===== src/rtl/axi_read_arb2.sv =====
// rtl/axi_read_arb2.sv - two-client AXI4 read arbiter with RID routing; `AXI_RD_ARB_STRICT_PRIO_EN selects fixed priority
module axi_read_arb2 #(
    parameter int C_AXI_ADDR_WIDTH      = 32,
    parameter int C_AXI_DATA_WIDTH      = 128,
    parameter int C_AXI_THREAD_ID_WIDTH = 1,
    parameter int MAX_OUTSTANDING       = 4
) (
    input  logic                             CLK,
    input  logic                             RST,
    // client 0 command and read data
    input  logic                             REQ0_VALID,
    input  logic [C_AXI_ADDR_WIDTH-1:0]      REQ0_ADDR,
    input  logic [7:0]                       REQ0_LEN,
    output logic                             REQ0_READY,
    output logic [C_AXI_DATA_WIDTH-1:0]      RD0_DATA,
    output logic                             RD0_LAST,
    output logic                             RD0_VALID,
    input  logic                             RD0_READY,
    // client 1 command and read data
    input  logic                             REQ1_VALID,
    input  logic [C_AXI_ADDR_WIDTH-1:0]      REQ1_ADDR,
    input  logic [7:0]                       REQ1_LEN,
    output logic                             REQ1_READY,
    output logic [C_AXI_DATA_WIDTH-1:0]      RD1_DATA,
    output logic                             RD1_LAST,
    output logic                             RD1_VALID,
    input  logic                             RD1_READY,
    output logic                             ERR_FLAG,
    // shared AXI4 read address channel
    output logic [C_AXI_THREAD_ID_WIDTH-1:0] AXI_ARID,
    output logic [C_AXI_ADDR_WIDTH-1:0]      AXI_ARADDR,
    output logic [7:0]                       AXI_ARLEN,
    output logic [2:0]                       AXI_ARSIZE,
    output logic [1:0]                       AXI_ARBURST,
    output logic                             AXI_ARLOCK,
    output logic [3:0]                       AXI_ARCACHE,
    output logic [2:0]                       AXI_ARPROT,
    output logic [3:0]                       AXI_ARQOS,
    output logic                             AXI_ARUSER,
    output logic                             AXI_ARVALID,
    input  logic                             AXI_ARREADY,
    // shared AXI4 read data channel
    input  logic [C_AXI_THREAD_ID_WIDTH-1:0] AXI_RID,
    input  logic [C_AXI_DATA_WIDTH-1:0]      AXI_RDATA,
    input  logic [1:0]                       AXI_RRESP,
    input  logic                             AXI_RLAST,
    input  logic                             AXI_RVALID,
    output logic                             AXI_RREADY
);

    localparam logic [2:0] AR_SIZE = 3'($clog2(C_AXI_DATA_WIDTH / 8));
    localparam logic [3:0] MAX_CNT = 4'(MAX_OUTSTANDING);

    typedef enum logic [0:0] {
        S_IDLE  = 1'b0,
        S_ISSUE = 1'b1
    } state_t;

    state_t                        state_q, state_d;
    logic                          arvalid_q, arvalid_d;
    logic                          arid_q, arid_d;
    logic [C_AXI_ADDR_WIDTH-1:0]   araddr_q, araddr_d;
    logic [7:0]                    arlen_q, arlen_d;
    logic [3:0]                    cnt0_q, cnt0_d;
    logic [3:0]                    cnt1_q, cnt1_d;
    logic                          err_q, err_d;
`ifndef AXI_RD_ARB_STRICT_PRIO_EN
    logic                          rr_q, rr_d;
`endif

    logic elig0, elig1;
    logic grant0, grant1;
    logic in_idle;
    logic ar_hs;
    logic r_hs;
    logic r_sel;
    logic unused_rid;

    // Only RID[0] carries the client index; upper ID bits are deliberately dropped.
    assign unused_rid = ^AXI_RID;
    assign r_sel      = AXI_RID[0];

    // Counter update: a same-cycle issue and completion for one client cancel out.
    function automatic logic [3:0] next_cnt(input logic [3:0] cnt, input logic inc, input logic dec);
        logic [3:0] res;
        res = cnt;
        if (inc && !dec) begin
            res = cnt + 4'd1;
        end else if (dec && !inc && (cnt != 4'd0)) begin
            res = cnt - 4'd1;
        end
        return res;
    endfunction

    // Eligibility and grant selection; the full client is skipped, the other still served.
    always_comb begin
        elig0 = REQ0_VALID && (cnt0_q < MAX_CNT);
        elig1 = REQ1_VALID && (cnt1_q < MAX_CNT);
`ifdef AXI_RD_ARB_STRICT_PRIO_EN
        grant0 = elig0;
        grant1 = elig1 && !elig0;
`else
        grant0 = elig0 && (!elig1 || !rr_q);
        grant1 = elig1 && (!elig0 || rr_q);
`endif
        in_idle    = (state_q == S_IDLE) && !RST;
        REQ0_READY = in_idle && grant0;
        REQ1_READY = in_idle && grant1;
    end

    // Unbuffered R routing by RID[0]; data and last fan out to both clients.
    always_comb begin
        RD0_DATA   = AXI_RDATA;
        RD1_DATA   = AXI_RDATA;
        RD0_LAST   = AXI_RLAST;
        RD1_LAST   = AXI_RLAST;
        RD0_VALID  = AXI_RVALID && !r_sel;
        RD1_VALID  = AXI_RVALID && r_sel;
        AXI_RREADY = AXI_RVALID && (r_sel ? RD1_READY : RD0_READY);
    end

    // Next-state logic: command FSM, outstanding counters, sticky error.
    always_comb begin
        state_d   = state_q;
        arvalid_d = arvalid_q;
        arid_d    = arid_q;
        araddr_d  = araddr_q;
        arlen_d   = arlen_q;
`ifndef AXI_RD_ARB_STRICT_PRIO_EN
        rr_d      = rr_q;
`endif
        ar_hs = arvalid_q && AXI_ARREADY;
        r_hs  = AXI_RVALID && AXI_RREADY;

        case (state_q)
            S_IDLE: begin
                if (grant0 || grant1) begin
                    state_d   = S_ISSUE;
                    arvalid_d = 1'b1;
                    arid_d    = grant1;
                    araddr_d  = grant1 ? REQ1_ADDR : REQ0_ADDR;
                    arlen_d   = grant1 ? REQ1_LEN : REQ0_LEN;
                end
            end
            S_ISSUE: begin
                if (ar_hs) begin
                    state_d   = S_IDLE;
                    arvalid_d = 1'b0;
`ifndef AXI_RD_ARB_STRICT_PRIO_EN
                    rr_d      = ~arid_q;
`endif
                end
            end
            default: begin
                state_d   = S_IDLE;
                arvalid_d = 1'b0;
            end
        endcase

        cnt0_d = next_cnt(cnt0_q, ar_hs && !arid_q, r_hs && AXI_RLAST && !r_sel);
        cnt1_d = next_cnt(cnt1_q, ar_hs && arid_q, r_hs && AXI_RLAST && r_sel);
        err_d  = err_q || (r_hs && (AXI_RRESP != 2'b00));
    end

    // State registers with synchronous reset.
    always_ff @(posedge CLK) begin
        if (RST) begin
            state_q   <= S_IDLE;
            arvalid_q <= 1'b0;
            arid_q    <= 1'b0;
            araddr_q  <= '0;
            arlen_q   <= '0;
            cnt0_q    <= '0;
            cnt1_q    <= '0;
            err_q     <= 1'b0;
`ifndef AXI_RD_ARB_STRICT_PRIO_EN
            rr_q      <= 1'b0;
`endif
        end else begin
            state_q   <= state_d;
            arvalid_q <= arvalid_d;
            arid_q    <= arid_d;
            araddr_q  <= araddr_d;
            arlen_q   <= arlen_d;
            cnt0_q    <= cnt0_d;
            cnt1_q    <= cnt1_d;
            err_q     <= err_d;
`ifndef AXI_RD_ARB_STRICT_PRIO_EN
            rr_q      <= rr_d;
`endif
        end
    end

    assign AXI_ARVALID = arvalid_q;
    assign AXI_ARID    = C_AXI_THREAD_ID_WIDTH'(arid_q);
    assign AXI_ARADDR  = araddr_q;
    assign AXI_ARLEN   = arlen_q;
    assign AXI_ARSIZE  = AR_SIZE;
    assign AXI_ARBURST = 2'b01;
    assign AXI_ARLOCK  = 1'b0;
    assign AXI_ARCACHE = 4'b0011;
    assign AXI_ARPROT  = 3'b000;
    assign AXI_ARQOS   = 4'b0000;
    assign AXI_ARUSER  = 1'b0;
    assign ERR_FLAG    = err_q;

endmodule

===== config.mk =====
export PLATFORM = sky130hd
export DESIGN_NAME = axi_read_arb2
export DESIGN_NICKNAME = d
export VERILOG_FILES = /design/src/rtl/axi_read_arb2.sv
export SDC_FILE = /design/constraint.sdc
export NUM_CORES = 1
export LEC_CHECK = 0
export ABC_AREA = 1
export BUFFER_PORTS_ARGS = -buffer_cell sky130_fd_sc_hd__buf_2
export CELL_PAD_IN_SITES_DETAIL_PLACEMENT = 0
export CELL_PAD_IN_SITES_GLOBAL_PLACEMENT = 1
export CORE_AREA = 2 2 213 215
export DETAILED_ROUTE_END_ITERATION = 6
export DIE_AREA = 0 0 215 217
export GPL_TIMING_DRIVEN = 0
export HOLD_SLACK_MARGIN = 0.15
export PLACE_DENSITY = 0.5
export SLEW_MARGIN = 10
export SYNTH_ARGS = -nofsm -noshare
export SYNTH_HDL_FRONTEND = slang
export SYNTH_SLANG_ARGS = --single-unit

===== constraint.sdc =====
create_clock -name CLK -period 1.7 [get_ports CLK]
set_input_delay 0.085 -clock CLK [delete_from_list [all_inputs] [get_ports CLK]]
set_output_delay 0.085 -clock CLK [all_outputs]
set_load 0.005 [all_outputs]

### Yosys cells after proc, flatten, opt, wreduce, memory -nomap -nowiden

Index checks and enable logic that the tools add are counted.

| storage, ports and cells | value |
|---|---|
| output and inout bits | 324 |
| register bits | 53 |
| word-level logic and storage cells | 78 |
| bits of input ports | 220 |

| cells by class | value |
|---|---|
| reduce and logical (&&, ||, !) cells | 46 |
| muxes and demuxes | 13 |
| eq/ne operators | 2 |
| add/sub/neg operators | 4 |
| order comparisons | 2 |
| bitwise logic cells | 2 |

Operators by type and width:

| operator | count |
|---|---|
| 2-to-1 mux 32 bit | 1 |
| logical AND 1 bit | 24 |
| 2-to-1 mux 4 bit | 4 |
| zero test 1 bit | 10 |
| adder 4 x 1 -> 4 bit, second input constant | 2 |
| less-than comparator 4 x 3 -> 1 bit, second input constant | 2 |
| 2-to-1 mux 8 bit | 1 |
| nonzero test 4 bit | 2 |
| subtractor 4 x 1 -> 4 bit, second input constant | 2 |
| AND reduction 2 bit | 3 |
| nonzero test 2 bit | 3 |
| 2-to-1 mux 1 bit | 5 |
| logical OR 1 bit | 4 |
| inequality test 2 x 1 -> 1 bit, second input constant | 2 |
| case mux 1 bit (2 select lines) | 2 |
| NOT 1 bit | 2 |

### Logic depth before layout (Yosys ltp)

| depth | value |
|---|---|
| depth in word-level cells | 9 |
| mapped depth | 15 |
| gate-level depth less buffers | 15 |

### Worst setup path after synthesis

Ideal clock, no wire load.

| timing | value |
|---|---|
| kind | register to register |
| start point | register arvalid_q (netlist: AXI_ARVALID) |
| end point | register cnt0_q[3] |
| setup slack | -2 ps |
| library setup time | 110 ps |
| data required time | 1590 ps |
| period minus slack after synthesis | 1702 ps |
| buffers on the path | 0 |
| data arrival time | 1593 ps |
| cell stages (with the launch flop) | 12 |
| cells stage by stage | dfxtp_1 nand3_1 inv_1 nand2_2 ha_1 a21o_1 nor2_1 nand3_1 nand3_2 nand2_1 inv_1 nor2_1 |

| between the ends | value |
|---|---|
| longest elaborated chain between the ends | 6 |
| elaborated cells on any way between the ends | 8 |
| classes of those cells | 1 x mux; 7 x reduce/logical |

Ends and longest elaborated chain:

| item | line | source |
|---|---|---|
| from (decl) | 60 | `logic arvalid_q, arvalid_d;` |
| from (signal assigned) | 181 | `arvalid_q <= arvalid_d;` |
| logical AND 1 bit (*) | 132 | `ar_hs = arvalid_q && AXI_ARREADY;` |
| logical AND 1 bit (*) | 160 | `cnt0_d = next_cnt(cnt0_q, ar_hs && !arid_q, r_hs && AXI_RLAST && !r_sel);` |
| zero test 1 bit | 89 | `end else if (dec && !inc && (cnt != 4'd0)) begin` |
| logical AND 1 bit (2 in a row) | 89 |  |
| nonzero test 2 bit (no source line) | -- |  |
| to (signal assigned) | 185 | `cnt0_q <= cnt0_d;` |
| to (decl) | 64 | `logic [3:0] cnt0_q, cnt0_d;` |

Every way passes the cells marked *; elsewhere a longest branch is shown, timed or not.
A chain may end at the register's enable or synchronous reset.

### Worst setup path after layout

| timing | value |
|---|---|
| start point | register arid_q (netlist: AXI_ARID) |
| end point | register cnt0_q[3] |

| between the ends | value |
|---|---|
| longest elaborated chain between the ends | 6 |
| elaborated cells on any way between the ends | 8 |
| classes of those cells | 1 x mux; 7 x reduce/logical |

Ends and longest elaborated chain:

| item | line | source |
|---|---|---|
| from (decl) | 61 | `logic arid_q, arid_d;` |
| from (signal assigned) | 182 | `arid_q <= arid_d;` |
| zero test 1 bit (*) | 160 |  |
| logical AND 1 bit (*) | 160 |  |
| zero test 1 bit | 89 |  |
| logical AND 1 bit (2 in a row) | 89 |  |
| nonzero test 2 bit (no source line) | -- |  |

Marks and branches as above.

==> impl_metrics.py <==
metrics = {
    "clocking": {
        "cts_tree": "built",
        "clock_sinks": 53,
        "clock_path_buffers": 2,
        "root_buffer": "clkbuf_16",
        "clkTransAtPathRegs_ns": 0.08,
        "clk_latency_ns": 0.31,
        "h-tree-depth": 2,
        "cts_buffers": 5,
    },
    "placed_design": {
        "gp_congestion": 0.7583,
        "dp_hpwl_mm": 17.81,
        "port_buffers": 397,
    },
    "setup_path": {
        "startpoint_type": "register",
        "critPathArrivalTime_ns": 1.86,
        "crit_required_ns": 1.92,
        "worstPathCellList": "inv_2 -> nand3_4 -> inv_4 -> nand2_4 -> ha_4 -> a21o_1 -> nor2_2 -> inv_1 -> nand2_2 -> nand4_1 -> nand2_1 -> nor2_1",
        "critical_path.top_delay_family": "simple AND/OR/NAND/NOR gates",
        "max_stage_delay_ns": 0.37,
        "cp-end-kind": "register",
        "worstPathMaxFanout": 4,
        "r2r_end": "cnt0_q[3]",
        "r2r_setup_slack_ns": 0.06,
        "r2r-start": "AXI_ARID",
        "crit_buf_inv": 3,
        "cpMaxStageDelayCell": "dfxtp_4",
        "reg2regPathDepth": 12,
        "criticalPathCategory": "reg2reg",
    },
    "final_layout": {
        "syn_to_final_growth_pct": 86.17,
        "diodes": 0,
        "final_cell_mix": "405 x buf_2, 289 x buf_4, 85 x a21oi_1, 84 x dlygate4sd3_1, 59 x nand2_1",
        "nFillCells": 5111,
        "final_common_cell": "buf_2",
        "drive_gt1_share_pct": 65.12,
        "nets": 1366,
    },
    "sta": {
        "rsz0062_at_grt": "true",
        "period_minus_slack_ns": 1.642,
        "worst_hold_slack_ns": 0.1443,
        "tightest_slew_ns": 0.5362,
        "drv_slew": 0,
        "skew_ns": 0.007725,
        "fmax_mhz": 608.9,
        "setup_viol": 0,
        "hold_violations": 0,
        "fin_crit_sh_pct": 96.61,
        "slew_headroom_pct": 64.25,
    },
    "power_and_ir_drop": {
        "pwr-share-comb_pct": 44.0,
        "ir_worst_vdd_uv": 340.7,
        "p_switching_mw": 1.559,
        "seqPwrFrac_pct": 31.9,
        "p_clk_share_pct": 24.1,
        "report.power.total_mw": 4.671,
        "p_leak_nw": 4.635,
        "p_sw_share_pct": 33.37,
        "power.internal_mw": 3.113,
        "pwr_density_cell_nw_per_um2": 542.6,
    },
    "floorplanning": {
        "rows": 78,
        "die_y_um": 217,
        "die_w_um": 215,
        "io_pins": 544,
        "die-area_um2": 46660,
        "start_util_pct": 10.35,
        "core_um2": 44700,
    },
    "grt": {
        "grt_pass1_vias": 5182,
        "grt_pass1_wl_mm": 29.70,
        "grt-ovfl-total": 0,
        "grt_usage_pct": 8.298,
        "antenna_found_initial": 2,
        "grt_max_degree": 17,
    },
    "route": {
        "viasPerCell": 3.179,
        "first_iter_violations": 96,
        "dr_total_vias": 5534,
        "dr.pass1.iters": 4,
        "avgRoutedWirePerCell_um": 12.22,
        "ant_nets": 0,
        "routed_wl_mm": 21.27,
        "drc": 0,
    },
    "synth": {
        "avgSynthCellArea_um2": 7.375,
        "ys_ff_latch": 53,
        "synth_seq_area_share_pct": 22.94,
        "yosys.cell_types.count": 28,
        "ys_warn_count": 0,
        "netlist_instances": 627,
        "synth_area_um2": 4624,
    },
    "run": {
        "drv_cap": 0,
    },
    "status": {
        "status": "complete, no violations",
    },
    "min_path": {
        "min_path_cells": 3,
        "min_to": "ERR_FLAG",
        "hp-start": "AXI_RRESP[0]",
        "hp-class": "in2reg",
    },
}
-- state kept, by name, summed over array words and instances (netlist names) --
name / count
state_q: 1
AXI_ARADDR: 32
cnt0_q: 4
AXI_ARVALID: 1
AXI_ARID: 1
ERR_FLAG: 1
rr_q: 1
cnt1_q: 4
AXI_ARLEN: 8
-- worst reg2reg max path: stages, from the launching register on --
cell     delay (ns)
dfxtp_4        0.37
inv_2          0.07
nand3_4        0.08
inv_4          0.08
nand2_4        0.07
ha_4           0.26
a21o_1         0.16
nor2_2         0.14
inv_1          0.06
nand2_2        0.07
nand4_1        0.08
nand2_1        0.07
nor2_1         0.05
-- per-stage QoR --
step | util (%) | area, um2 | TNS, ns | cells | worst slack, ns
floorplan | - | 4686 | 0 | 643 | 0.03772
global placement | 16.61 | 7423 | -0.5775 | 1640 | -0.2755
finish | 19.26 | 8610 | 0 | 1741 | 0.05757
global route | 19.26 | 8610 | -0.1197 | 1741 | -0.05669
detailed placement | 16.61 | 7423 | -0.7516 | 1640 | -0.2695
CTS | 18.94 | 8467 | 0 | 1733 | 0.0005314
-- power groups by stage --
stage / clock [mW] / combinational, mW / sequential [mW]
2_1_floorplan: 0 / 1.04 / 1.52
3_3_place_gp: 0 / 1.88 / 1.51
3_5_place_dp: 0 / 1.87 / 1.51
4_1_cts: 1.22 / 2.05 / 1.49
5_1_grt: 1.24 / 2.27 / 1.51
6_report: 1.13 / 2.05 / 1.49
-- kinds of logic (layout without fill, tap and decap cells) --
kind of cell,Yosys count,in the layout,share of synthesized area (%)
adders and majority gates,6,6,1.948
AOI/OAI and AO/OA,138,138,15.61
other,2,18,0.1624
buffers and inverters,325,823,49.24
and+or+nand+nor,101,101,9.713
xor gates and xnor gates,2,2,0.3789
DFF,53,53,22.94
-- area by class of cell --
cell class	count	area, um2	share of cell area (%)
Buffer	297	2187	25.40
Timing Repair Buffer	490	2898	33.66
Tap cell	600	750.7	8.720
Sequential cell	53	1070	12.43
Inverter	28	110.1	1.279
Multi-Input combinational cell	265	1450	16.84
Clock buffer	6	128.9	1.497
Clock inverter	2	15.01	0.1744
-- synth_stat cells, drive strengths merged --
| master | number | area (um2) |
|---|---|---|
| o21ai | 45 | 225.2 |
| a211oi | 1 | 7.510 |
| conb | 2 | 7.510 |
| ha | 4 | 50.05 |
| nand2 | 69 | 289.0 |
| o32ai | 1 | 8.760 |
| fa | 2 | 40.04 |
| a31o | 2 | 17.52 |
| xor2 | 2 | 17.52 |
| nand4 | 2 | 12.51 |
| clkbuf | 7 | 27.52 |
| a21o | 1 | 7.510 |
| inv | 28 | 105.1 |
| nor2 | 16 | 62.56 |
| nand3 | 14 | 85.08 |
| a21oi | 88 | 455.4 |
| buf | 290 | 2145 |
| dfxtp | 53 | 1061 |
-- worst max-delay path by stage --
stage                 from   endpoint  slack (ns)  cells after the start
2_1_floorplan     AXI_ARID  cnt0_q[3]        0.04                     12
3_3_place_gp       AXI_RID  cnt0_q[3]       -0.28                     14
3_5_place_dp       AXI_RID  cnt0_q[3]       -0.27                     15
4_1_cts        AXI_ARVALID  cnt1_q[3]      0.0005                     11
5_1_grt           AXI_ARID  cnt0_q[3]       -0.06                     13
6_report          AXI_ARID  cnt0_q[3]        0.06                     12
-- repair_timing --
| item | CTS | global route |
|---|---|---|
| endpoints found under the hold margin | 45 | 0 |
| setup buffers | 1 | 8 |
| pin swaps | 1 | 12 |
| endpoints found under the setup margin | 12 | 38 |
| hold buffers | 84 | 0 |
| resized for setup | 12 | 25 |
-- per-layer routing --
| layer | routed length [um] | vias up | share of wire (%) | GRT usage (%) |
|---|---|---|---|---|
| li1 | - | 2734 | - | - |
| met1 | 7665 | 2490 | 36 | 8.600 |
| met2 | 11650 | 295 | 55 | 16.67 |
| met3 | 1771 | 15 | 8.3 | 2.152 |
| met4 | 178 | 0 | 0.84 | 1.586 |
| met5 | 0 | - | 0 | 0 |
(Power assumes the default switching activity.)
